`src/rtl/matrix_scan_driver.sv`:
```
// Row-scan driver for an LED dot matrix with a double-buffered frame store.
// Rows are scanned one at a time; buffers swap only on frame boundaries.
module matrix_scan_driver #(
  parameter int ROWS      = 7,
  parameter int COLS      = 5,
  parameter int DWELL     = 4,
  parameter int BLANK_CYC = 1
) (
  input  logic                    clk,
  input  logic                    rst_n,
  input  logic                    v,
  input  logic                    wr_en,
  input  logic [$clog2(ROWS)-1:0] wr_row,
  input  logic [COLS-1:0]         wr_data,
  input  logic                    swap_req,
  output logic [ROWS-1:0]         row_n,
  output logic [COLS-1:0]         col,
  output logic                    swap_ack,
  output logic                    frame_done,
  output logic                    busy
);

  localparam int IW   = $clog2(ROWS);
  localparam int MAXC = (DWELL > BLANK_CYC) ? DWELL : ((BLANK_CYC > 1) ? BLANK_CYC : 1);
  localparam int CW   = (MAXC > 1) ? $clog2(MAXC) : 1;

  localparam logic [CW-1:0] DWELL_LAST = CW'(DWELL - 1);
  localparam logic [CW-1:0] BLANK_LAST = CW'((BLANK_CYC > 0) ? BLANK_CYC - 1 : 0);
  localparam logic [IW-1:0] LAST_ROW   = IW'(ROWS - 1);
  localparam logic [IW:0]   ROW_LIMIT  = (IW + 1)'(ROWS);

  typedef enum logic [1:0] {IDLE, BLANK, DRIVE} state_t;

  state_t          state;
  logic [IW-1:0]   idx;
  logic [CW-1:0]   cnt;
  logic            front_sel;
  logic            pending;
  logic [COLS-1:0] mem [2][ROWS];

  logic            row_end;
  logic            frame_end;
  logic            swap_now;
  logic            front_next;
  logic            wr_ok;
  logic [IW-1:0]   idx_inc;
  logic [IW-1:0]   drive_idx;
  logic [ROWS-1:0] drive_row_n;
  logic [COLS-1:0] drive_col;

  always_comb begin
    row_end     = (state == DRIVE) && (cnt == DWELL_LAST);
    frame_end   = v && row_end && (idx == LAST_ROW);
    swap_now    = pending && ((state == IDLE) || frame_end);
    front_next  = front_sel ^ swap_now;
    wr_ok       = wr_en && ({1'b0, wr_row} < ROW_LIMIT);
    idx_inc     = (idx == LAST_ROW) ? '0 : idx + 1'b1;
    drive_idx   = '0;
    case (state)
      BLANK:   drive_idx = idx;
      DRIVE:   drive_idx = idx_inc;
      default: drive_idx = '0;
    endcase
    drive_row_n = ~(ROWS'(1) << drive_idx);
    drive_col   = mem[front_next][drive_idx];
    // A write on the swap edge targets the buffer about to become front; forward it.
    if (wr_ok && swap_now && (wr_row == drive_idx))
      drive_col = wr_data;
  end

  always_ff @(posedge clk or negedge rst_n) begin
    if (!rst_n) begin
      for (int r = 0; r < ROWS; r++) begin
        mem[0][r] <= '0;
        mem[1][r] <= '0;
      end
    end else if (wr_ok) begin
      mem[~front_sel][wr_row] <= wr_data;
    end
  end

  always_ff @(posedge clk or negedge rst_n) begin
    if (!rst_n) begin
      state      <= IDLE;
      idx        <= '0;
      cnt        <= '0;
      front_sel  <= 1'b0;
      pending    <= 1'b0;
      row_n      <= '1;
      col        <= '0;
      swap_ack   <= 1'b0;
      frame_done <= 1'b0;
      busy       <= 1'b0;
    end else begin
      frame_done <= 1'b0;
      swap_ack   <= swap_now;
      front_sel  <= front_next;
      // A request landing on the swap edge itself is absorbed into that swap.
      pending    <= swap_now ? 1'b0 : (pending | swap_req);
      if (!v) begin
        state <= IDLE;
        idx   <= '0;
        cnt   <= '0;
        row_n <= '1;
        col   <= '0;
        busy  <= 1'b0;
      end else begin
        case (state)
          IDLE: begin
            idx  <= '0;
            cnt  <= '0;
            busy <= 1'b1;
            if (BLANK_CYC > 0) begin
              state <= BLANK;
              row_n <= '1;
              col   <= '0;
            end else begin
              state <= DRIVE;
              row_n <= drive_row_n;
              col   <= drive_col;
            end
          end
          BLANK: begin
            if (cnt == BLANK_LAST) begin
              state <= DRIVE;
              cnt   <= '0;
              row_n <= drive_row_n;
              col   <= drive_col;
            end else begin
              cnt <= cnt + 1'b1;
            end
          end
          DRIVE: begin
            if (row_end) begin
              idx        <= idx_inc;
              cnt        <= '0;
              frame_done <= (idx == LAST_ROW);
              if (BLANK_CYC > 0) begin
                state <= BLANK;
                row_n <= '1;
                col   <= '0;
              end else begin
                state <= DRIVE;
                row_n <= drive_row_n;
                col   <= drive_col;
              end
            end else begin
              cnt <= cnt + 1'b1;
            end
          end
          default: begin
            state <= IDLE;
            row_n <= '1;
            col   <= '0;
            busy  <= 1'b0;
          end
        endcase
      end
    end
  end

endmodule
```
`config.mk`:
```
export PLATFORM = sky130hd
export DESIGN_NAME = matrix_scan_driver
export DESIGN_NICKNAME = d
export VERILOG_FILES = /design/src/rtl/matrix_scan_driver.sv
export SDC_FILE = /design/constraint.sdc
export NUM_CORES = 1
export LEC_CHECK = 0
export BUFFER_PORTS_ARGS = -buffer_cell sky130_fd_sc_hd__buf_2
export CORE_UTILIZATION = 55
export CTS_CLUSTER_SIZE = 30
export DETAILED_ROUTE_END_ITERATION = 10
export PLACE_DENSITY = 0.76
export SETUP_SLACK_MARGIN = 0.15
export SYNTH_ARGS = -nofsm -noshare
export SYNTH_HDL_FRONTEND = slang
export SYNTH_SLANG_ARGS = --single-unit
```
`constraint.sdc`:
```
create_clock -name clk -period 2.1 [get_ports clk]
set_input_delay 0.21 -clock clk [delete_from_list [all_inputs] [get_ports clk]]
set_output_delay 0.21 -clock clk [all_outputs]
set_load 0.02 [all_outputs]
```
# Word-level counts from Yosys, hierarchy flattened
# Index checks and enable logic that the tools add are counted.
# classes
n_addsub	2
order_cmp	7
eq_ne	10
n_shift	1
mux	39
bitwise	8
reduce_logical	15
# op_table
operator	count
$mux 35	4
$bwmux 70	1
$demux 35 s1	1
$mux 5	7
$mux 7	3
$bmux 5 s3	1
$demux 5 s3	1
$pmux 7 s2	1
$mux 2	6
$pmux 2 s3	2
$pmux 3 s2	2
$pmux 5 s2	1
$logic_and 1x1->1	9
$mux 3	3
$ge 4x4->1 const B	2
$not 3->4	2
$not 7->7	1
$shl 1x3->7 const A	1
$ne 3x3->1 const B	2
$mux 1	5
$eq 2x2->1 const B	2
$ge 2x2->1 const B	2
$logic_not 2->1	2
$lt 4x1->1 const B	1
18 further kinds	20
# totals
reg_bits	94
out_inout_bits	15

# Logic depth before layout (Yosys ltp)
# Gate-level depths: netlist of the first run.
# logic_depth
depth_word	18
ltp_mapped	12
depth_no_buf	10

# Worst setup path before layout of the first run
# OpenSTA, ideal clock, no wires.
# synth_path
kind	register to register
startpoint	reg state[0]
endpoint	reg col[0]
setup_time_ns	0.086
arrival_ns	2.167
required_time_ns	2.014
setup_slack_ns	-0.153
path_stages_with_launch	11
path_buffers	3
period_less_slack_ns	2.253
path_cell_list	dfrtp_1 > inv_1 > ha_1 > clkbuf_1 > clkbuf_1 > nand3b_1 > buf_1 > o22ai_1 > a211oi_1 > o211ai_1 > a32oi_1
# synth_between
elab_chain_len	18
word_cells_on_any_way	28
cone_classes	5 x eq/ne; 11 x mux; 3 x bitwise; 9 x reduce/logical
# synth_rtl
element	line_no	text
from (decl)	34	state_t state;
from (signal assigned)	84	state <= IDLE;
from (signal assigned)	101	state <= IDLE;
from (signal assigned)	114	state <= BLANK;
$eq 2x2->1	52, 59, 108	
$logic_and 1x1->1	52	row_end = (state == DRIVE) && (cnt == DWELL_LAST);
$logic_and 1x1->1 (2 in series)	53	frame_end = v && row_end && (idx == LAST_ROW);
$logic_or 1x1->1	54	swap_now = pending && ((state == IDLE) || frame_end);
$logic_and 1x1->1	54	
$xor 1x1->1	55	front_next = front_sel ^ swap_now;
$not 1->2 (implied by the code)	65	drive_col = mem[front_next][drive_idx];
$mux 35 (implied by the code) (3 in series)	65	
$bmux 5 s3	65	
$mux 5 (implied by the code) (2 in series)	65	
$mux 5	67	if (wr_ok && swap_now && (wr_row == drive_idx))
$mux 5	124	if (cnt == BLANK_LAST) begin
$pmux 5 s2	108	case (state)
$mux 5	100	if (!v) begin
to (signal assigned)	120	col <= drive_col;
to (signal assigned)	128	col <= drive_col;
to (signal assigned)	145	col <= drive_col;
to (decl)	17	output logic [COLS-1:0] col,
# Parallel ways exist; a longest one is shown, timed or not. The select of a mux whose other input is x is not followed.
# A chain may end at the register's enable or synchronous reset.

# Final worst setup path of the first run
# layout_path
startpoint	reg state[0]
endpoint	reg col[4]
# The elaborated chain is that of the path after synthesis.

==> results by group, run 1 <==
Run status
  – Outcome: finished, violations left
  – Failing checks: negative setup slack

Detailed routing
  – Routed wire per std cell: ~21 um
  – DR DRC count: 0
  – DR iter-0 viols: between 150 and 200
  – DRT antenna net count: 0
  – Via density: roughly 6.2
  – DR pass1 iterations: 5
  – Final WL: around 12 mm
  – Detailed-route via count: 3726

Power and ir drop
  – Pwr per Cell Area: around 1200 mW/mm^2
  – Comb pwr share: approximately two fifths
  – Int Power: approximately 4.4 mW
  – Pleak: between 2 and 2.5 nW
  – Reg power frac: 44.3%
  – Sw Share: between 30% and 40%
  – Clock power frac: between 15 and 20%
  – Post-layout power: around 6.8 mW
  – Switching power total: between 2 and 2.5 mW
  – Worst IR drop on VDD: 0.552 mV

Synth
  – Syn. warnings: 0
  – Sequential area share after synthesis: around half
  – Synth top area share: a little under half
  – Synth Flop Type: dfrtp_1
  – Async set or reset register ratio after synthesis: between 90% and 100%
  – Number of synthesized register bits: 94
  – Library cells used by synthesis: 53
  – Synthesized instance count: 419
  – Post-Syn Area: approximately 0.0047 mm^2
  – Largest cells by area after synthesis: dfrtp_1 (46%), mux2_2 (17%), dfstp_2 (3.9%), nor2b_1 (2.5%), nor2_1 (2.1%)
  – Yosys top cell by area: dfrtp_1
  – Post-synth EDFFs: 0
  – Syn_nets: approximately 440
  – Syn Area/Cell: around 11 um^2

Floorplan
  – Core area: approximately 0.0083 mm^2
  – Die ar.: between 0.008 and 0.009 mm^2
  – Chip height: roughly 95 um
  – Num rows: 33
  – Initial Utilization: between 50% and 60%
  – Ports: 28
  – Die Wd: ~95 um

STA
  – Period utilization: 110%
  – Least-Margin Pin Slew: around 0.53 ns
  – Final worst slack: -0.202 ns
  – Fin. Hold Viols: 0
  – Minimum clock period: about 2.3 ns
  – Rel. slew slack: approximately 65%
  – Fin. max-slew vios: 0
  – RSZ-0062 raised after global routing: yes
  – Max Clock Skew: 0.00572 ns
  – F_max: 434 MHz
  – Final setup fails: 5

Worst hold path
  – WHS Endpoint: pending
  – Worst hold start: swap_req
  – WHS Path Cells: 3
  – Hold Crit Class: in -> reg

Setup path
  – Reg2reg end: col[4]
  – Buf/Inv on CP: 2
  – CP max-delay cell: dfrtp_1
  – Crit path max-delay family: compound AO/OA/AOI/OAI gates
  – Crit path largest cell delay: 0.40 ns
  – Worst setup SP type: register
  – Crit path cell chain: inv_2 > ha_4 > buf_8 > nor3b_4 > nor2_1 > a21oi_2 > o211a_1 > o2111ai_2 > o21ai_0 > a32oi_1
  – CP endpoint kind: register
  – Worst-path fanout max: 8
  – WS Path Type: reg -> reg
  – Internal reg-to-reg setup slack: -0.20 ns
  – Reg2reg start: state[0]
  – CP Data Required Time: approximately 2.3 ns
  – Worst Reg-to-Reg Cells: 10
  – Crit path DAT: roughly 2.5 ns

Cells and area
  – Final Non-Filler Cells: 599
  – ANT cells: 0
  – Area grow syn2layout: 24.4%
  – Post-layout nets: slightly above 500
  – Fill count: around 550
  – Share of cells above drive strength 1: 45.3%

Clock tree
  – CTS Buffer Depth: 2
  – CTS root buffer: clkbuf_8
  – TritonCTS clock tree: built
  – CTS H-tree depth: 3
  – Worst-path clk slew: ~0.09 ns
  – Clk Latency, worst-skew pair: roughly 0.37 ns
  – # clock sinks: 94
  – CTS Buf Count: 9

Global route
  – Largest net degree at the start of global routing: 40
  – GR Util All Layers: between 20% and 30%
  – Vias in the first global route: 3708
  – First-pass GRT wire length: between 15 and 20 mm
  – Total grt overflow: 0
  – Initial antenna violation count: 0

Placement
  – Placed instance count: 568
  – Post-DP HPWL: 8.18 mm
  – # port buffers: 27
  – Gpl congestion: ~0.87

Job
  – Max Cap Viol: 0
-- layout by cell type, fill, tap and decap left out, types with 6 or more instances in the layout --
master | synthesis | final
a21oi_1 | 13 | 10
buf_12 | 0 | 6
buf_2 | 4 | 27
buf_4 | 1 | 46
clkbuf_8 | 0 | 9
dfrtp_1 | 87 | 87
dfstp_2 | 7 | 7
mux2_2 | 70 | 70
mux2i_1 | 6 | 6
nand2_1 | 22 | 21
nand3_1 | 7 | 6
nor2_1 | 26 | 26
nor2b_1 | 19 | 16
nor4_2 | 5 | 6
o21ai_0 | 17 | 10
o21ai_1 | 6 | 12
o22ai_1 | 14 | 11
-- cell families (layout without fill, tap and decap cells) --
kind of cell | after synthesis | after routing | synth area share [%]
and+or+nand+nor | 116 | 117 | 13.8
DFF | 94 | 94 | 49.9
AOI/OAI and AO/OA | 90 | 90 | 12.9
muxes | 76 | 76 | 17.9
buffers and inverters | 35 | 109 | 3.47
adders and majority gates | 6 | 6 | 1.59
xor gates and xnor gates | 2 | 2 | 0.370
-- flip-flops by register name, indices dropped and copies added (netlist names) --
| signal | cells |
|---|---|
| mem | 70 |
| row_n | 7 |
| col | 5 |
| idx | 3 |
| cnt | 2 |
| state | 2 |
| busy | 1 |
| frame_done | 1 |
| front_sel | 1 |
| pending | 1 |
| swap_ack | 1 |
-- synthesized netlist by cell type, types with 6 or more instances --
master    count
nor4_1        6
dfrtp_1      87
clkbuf_1     18
dfstp_2       7
o22ai_1      14
mux2_2       70
ha_1          6
a21oi_1      13
nor2b_1      19
a211oi_1      6
o21ai_0      17
nor2_1       26
mux2i_1       6
inv_1         6
nand2_1      22
nand3_1       7
o21ai_1       6
-- worst max-delay path by stage --
stage / from / to / slack (ns) / cells past startpoint
after floorplan: state[0] / col[2] / 0.08 / 12
after global placement: state[1] / col[0] / -0.17 / 11
after detailed placement: state[0] / col[1] / -0.26 / 9
after CTS: state[0] / col[1] / -0.12 / 11
after global routing: state[0] / col[4] / -0.31 / 10
final: state[0] / col[4] / -0.20 / 10
-- through the flow --
| step | util (%) | setup TNS [ns] | hold WS (ns) | area (um^2) | worst slack, ns |
|---|---|---|---|---|---|
| finish | 71.3 | -0.810 | 0.0725 | 5880 | -0.202 |
| global placement | 64.8 | -0.551 | 0.179 | 5350 | -0.170 |
| floorplan | - | 0 | -0.0856 | 4870 | 0.0837 |
| detailed placement | 64.8 | -0.939 | 0.185 | 5350 | -0.264 |
| CTS | 69.8 | -0.525 | 0.0726 | 5770 | -0.118 |
| global route | 71.3 | -1.37 | 0.115 | 5880 | -0.310 |
-- worst register-to-register path: cells and delay by family (launching register included) --
family | cells | cell delay [ns]
AOI/OAI and AO/OA | 5 | 1.08
buffers and inverters | 2 | 0.24
adders and majority gates | 1 | 0.18
DFF | 1 | 0.40
and+or+nand+nor | 2 | 0.28
-- layout make-up --
| cell class | count | area (um^2) | area share [%] |
|---|---|---|---|
| clock buffers | 10 | 128 | 2.17 |
| clock inverters | 6 | 52.6 | 0.893 |
| inverters | 7 | 31.3 | 0.532 |
| multi-input cells | 291 | 2500 | 42.6 |
| flip-flops and latches | 94 | 2360 | 40.1 |
| well taps | 105 | 131 | 2.23 |
| repair buffers | 85 | 671 | 11.4 |
| repair inverters | 1 | 5.00 | 0.0851 |
-- power by group through the flow --
stage	Combinational [mW]	Clock [mW]	Sequential (mW)
2_1_floorplan	1.58	0	2.92
3_3_place_gp	2.15	0	2.94
3_5_place_dp	2.21	0	2.99
4_1_cts	2.49	1.14	2.97
5_1_grt	2.82	1.22	3.07
6_report	2.64	1.13	3.00
-- what timing repair did --
item                                   4_1_cts  5_1_grt
resized for setup                           35       18
setup buffers                                7        4
setup endpoints to repair                   12       16
pin swaps                                   18       17
cloned                                       2        1
hold buffers                                 1        0
endpoints found under the hold margin       29        0
-- metal layers --
layer  track usage [%]  vias to the layer above  wire length, um
met4              13.5                        0              368
met2              46.9                      139             5920
met5              2.38                        -                0
li1                  -                     1679                -
met1              38.2                     1876             5430
met3              4.67                       32              660
No activity file was read; power rests on OpenSTA's default activity.
==> run 2, diff against run 1 <==
Settings changed: CORE_UTILIZATION 55 to 60, MAX_ROUTING_LAYER from default to met4, PLACE_DENSITY 0.76 to 0.79.
Clock period 2.1 ns to 2.49 ns, I/O delays scaled along.
==> run 2 against run 1 <==
Against the previous run:
- flip-flop and latch count is the same
- core utilization grew 0.78 points
- clock power is 16% lower
- power decreased by 18%
- count of clock-buffer cells in the layout stayed put
- via count grew 0.21%
- final cell count is 4.3% lower
- design area down 5.9%
- largest cell class unchanged
- register-to-register slack improved by 0.32 ns
- global-route usage increased by 0.78 points
- die area shrank 8.2%
- combinational power down 22%
- the flow now finishes without violations
==> results by group, run 2 (synthesis gave the netlist of run 1 again) <==
Cells and area
  – Register area: 0.00236 mm^2 (unchanged)
  – ANT cells: 0 (unchanged)
  – Top Registers: mem (70), row_n (7), col (5) (unchanged)
  – Commonest non-fill, non-tap cells in the layout: dfrtp_1 (87), mux2_2 (70), buf_4 (30) (was dfrtp_1 (87), mux2_2 (70), buf_4 (46))
  – Area grow syn2layout: 17.1% (was 24.4%)
  – Commonest non-fill, non-tap cell in the layout: dfrtp_1 (unchanged)
  – Max FFs per register: 70 (unchanged)
  – Area of the multi-input gates: 0.00237 mm^2 (was 0.00250 mm^2)
  – Post-layout nets: 485 (was 508)
  – Biggest register: mem (unchanged)
  – Share of cells above drive strength 1: 38.9% (was 45.3%)
  – Final Non-Filler Cells: 573 (was 599)
  – Fill count: 528 (was 548)

Floorplan
  – Ports: 28 (unchanged)
  – Die ar.: 0.00824 mm^2 (was 0.00897 mm^2)
  – Die Wd: 90.8 um (was 94.7 um)
  – Core area: 0.00769 mm^2 (was 0.00826 mm^2)
  – Initial Utilization: 61.5% (was 57.3%)
  – Chip height: 90.8 um (was 94.7 um)
  – Num rows: 32 (was 33)

Worst hold path
  – Hold Crit Class: in -> async (was in -> reg)

STA
  – Rel. slew slack: 36.6% (was 64.5%)
  – Period utilization: 95.1% (was 110%)
  – Fin. Hold Viols: 0 (unchanged)
  – Minimum clock period: 2.37 ns (was 2.30 ns)
  – Fin. max-slew vios: 0 (unchanged)
  – Max Clock Skew: 0.0103 ns (was 0.00572 ns)
  – F_max: 422 MHz (was 434 MHz)
  – RSZ-0062 raised after global routing: yes (unchanged)
  – Least-Margin Pin Slew: 0.950 ns (was 0.530 ns)
  – Final setup fails: 0 (was 5)
  – Total negative slack: 0 ns (was -0.810 ns)

Clock tree
  – Worst-path clk slew: 0.09 ns (about the same)
  – CTS Buf Count: 9 (unchanged)
  – Hold buffer count at cts: 0 (was 1)
  – CTS root buffer: clkbuf_8 (unchanged)
  – CTS H-tree depth: 3 (unchanged)
  – TritonCTS clock tree: built (unchanged)
  – # clock sinks: 94 (unchanged)
  – CTS Buffer Depth: 2 (unchanged)
  – Clk Latency, worst-skew pair: 0.38 ns (was 0.37 ns)

Detailed routing
  – DRT antenna net count: 0 (unchanged)
  – Final WL: 12.2 mm (was 12.4 mm)
  – Routed wire per std cell: 21.4 um (was 20.7 um)
  – DR pass1 iterations: 6 (was 5)
  – DR iter-0 viols: 239 (was 185)
  – DR DRC count: 0 (unchanged)
  – Via density: 6.52 (was 6.22)
  – Detailed-route via count: 3734 (was 3726)

Placement
  – Placed instance count: 541 (was 568)
  – # port buffers: 27 (unchanged)
  – Gpl congestion: 0.891 (was 0.869)
  – Post-DP HPWL: 7.64 mm (was 8.18 mm)

Setup path
  – Worst Reg-to-Reg Cells: 10 (unchanged)
  – Crit path DAT: 2.61 ns (was 2.54 ns)
  – Reg2reg start: state[0] (unchanged)
  – CP Data Required Time: 2.74 ns (was 2.34 ns)
  – Crit path from: state[0] (unchanged)
  – WS Path Type: reg -> reg (unchanged)
  – CP endpoint kind: register (unchanged)
  – Worst setup SP type: register (unchanged)
  – Worst-path fanout max: 11 (was 8)

Job
  – Max Cap Viol: 0 (unchanged)

Power and ir drop
  – Pleak: 2.32 nW (was 2.48 nW)
  – Worst IR drop on VDD: 0.435 mV (was 0.552 mV)
  – Pwr per Cell Area: 1000 mW/mm^2 (was 1150 mW/mm^2)

Global route
  – First-pass GRT wire length: 18.4 mm (was 19.3 mm)
  – GR Util All Layers: 29.8% (was 29.1%)
  – Initial antenna violation count: 0 (unchanged)
  – Vias in the first global route: 3535 (was 3708)
  – Largest net degree at the start of global routing: 77 (was 40)
  – Total grt overflow: 0 (unchanged)

Run status
  – Outcome: complete, no violations (was finished, violations left)
## run 2: timing repair
item,CTS,global route
pin swaps,1,11
gates cloned,0,3
endpoints found under the setup margin,5,5
setup buffers,2,11
gates resized for setup,14,27
## run 2: where the power goes
group	total [mW]	leakage, nW	switching [mW]	internal [mW]
sequential	2.54	1.15	0.388	2.15
clock	0.946	0.0890	0.567	0.379
combinational	2.07	1.08	1.01	1.06
## run 2: area by class of cell
cell class	count	share of cell area, %
well taps	102	2.30
multi-input cells	290	42.9
clock inverters	6	0.972
inverters	7	0.565
repair buffers	64	8.34
flip-flops and latches	94	42.6
clock buffers	10	2.30
## run 2: metrics by stage
| step | util, % | power [mW] | setup WS, ns | cell area, um^2 | hold slack [ns] |
|---|---|---|---|---|---|
| CTS | 68.8 | 5.28 | 0.158 | 5290 | 0.0569 |
| global route | 72.0 | 5.81 | 0.0534 | 5540 | 0.0981 |
| global placement | 65.4 | 4.11 | 0.141 | 5030 | 0.447 |
| floorplan | - | 3.72 | 0.237 | 4730 | -0.0466 |
| finish | 72.0 | 5.55 | 0.123 | 5540 | 0.00611 |
| detailed placement | 65.4 | 4.23 | 0.0112 | 5030 | 0.455 |
## run 2: layer usage
metal  up-vias  wire [um]  global-route usage (%)
li1       1634          -                       -
met2       212       5980                    47.3
met1      1862       5060                    39.3
met4         0        252                    11.0
met5         -          0                       -
met3        26        945                    4.46
## run 2: worst paths after layout
path,to,slack (ns)
worst max-delay path,col[0],0.12
worst min-delay path,state[0],0.006
worst max register to register,col[0],0.12
worst min register to register,row_n[5],0.51
max in group asynchronous,mem[27],1.75
min in group clk,pending,0.09
## run 2: critical path, cell delays in order (launching register included)
cell and delay [ns]:
dfrtp_1 0.41, inv_2 0.09, buf_4 0.15, ha_4 0.34
nand2_1 0.11, o32ai_4 0.33, buf_6 0.18, nor2b_1 0.24
nor4_4 0.08, o21ai_1 0.18, a32oi_1 0.12
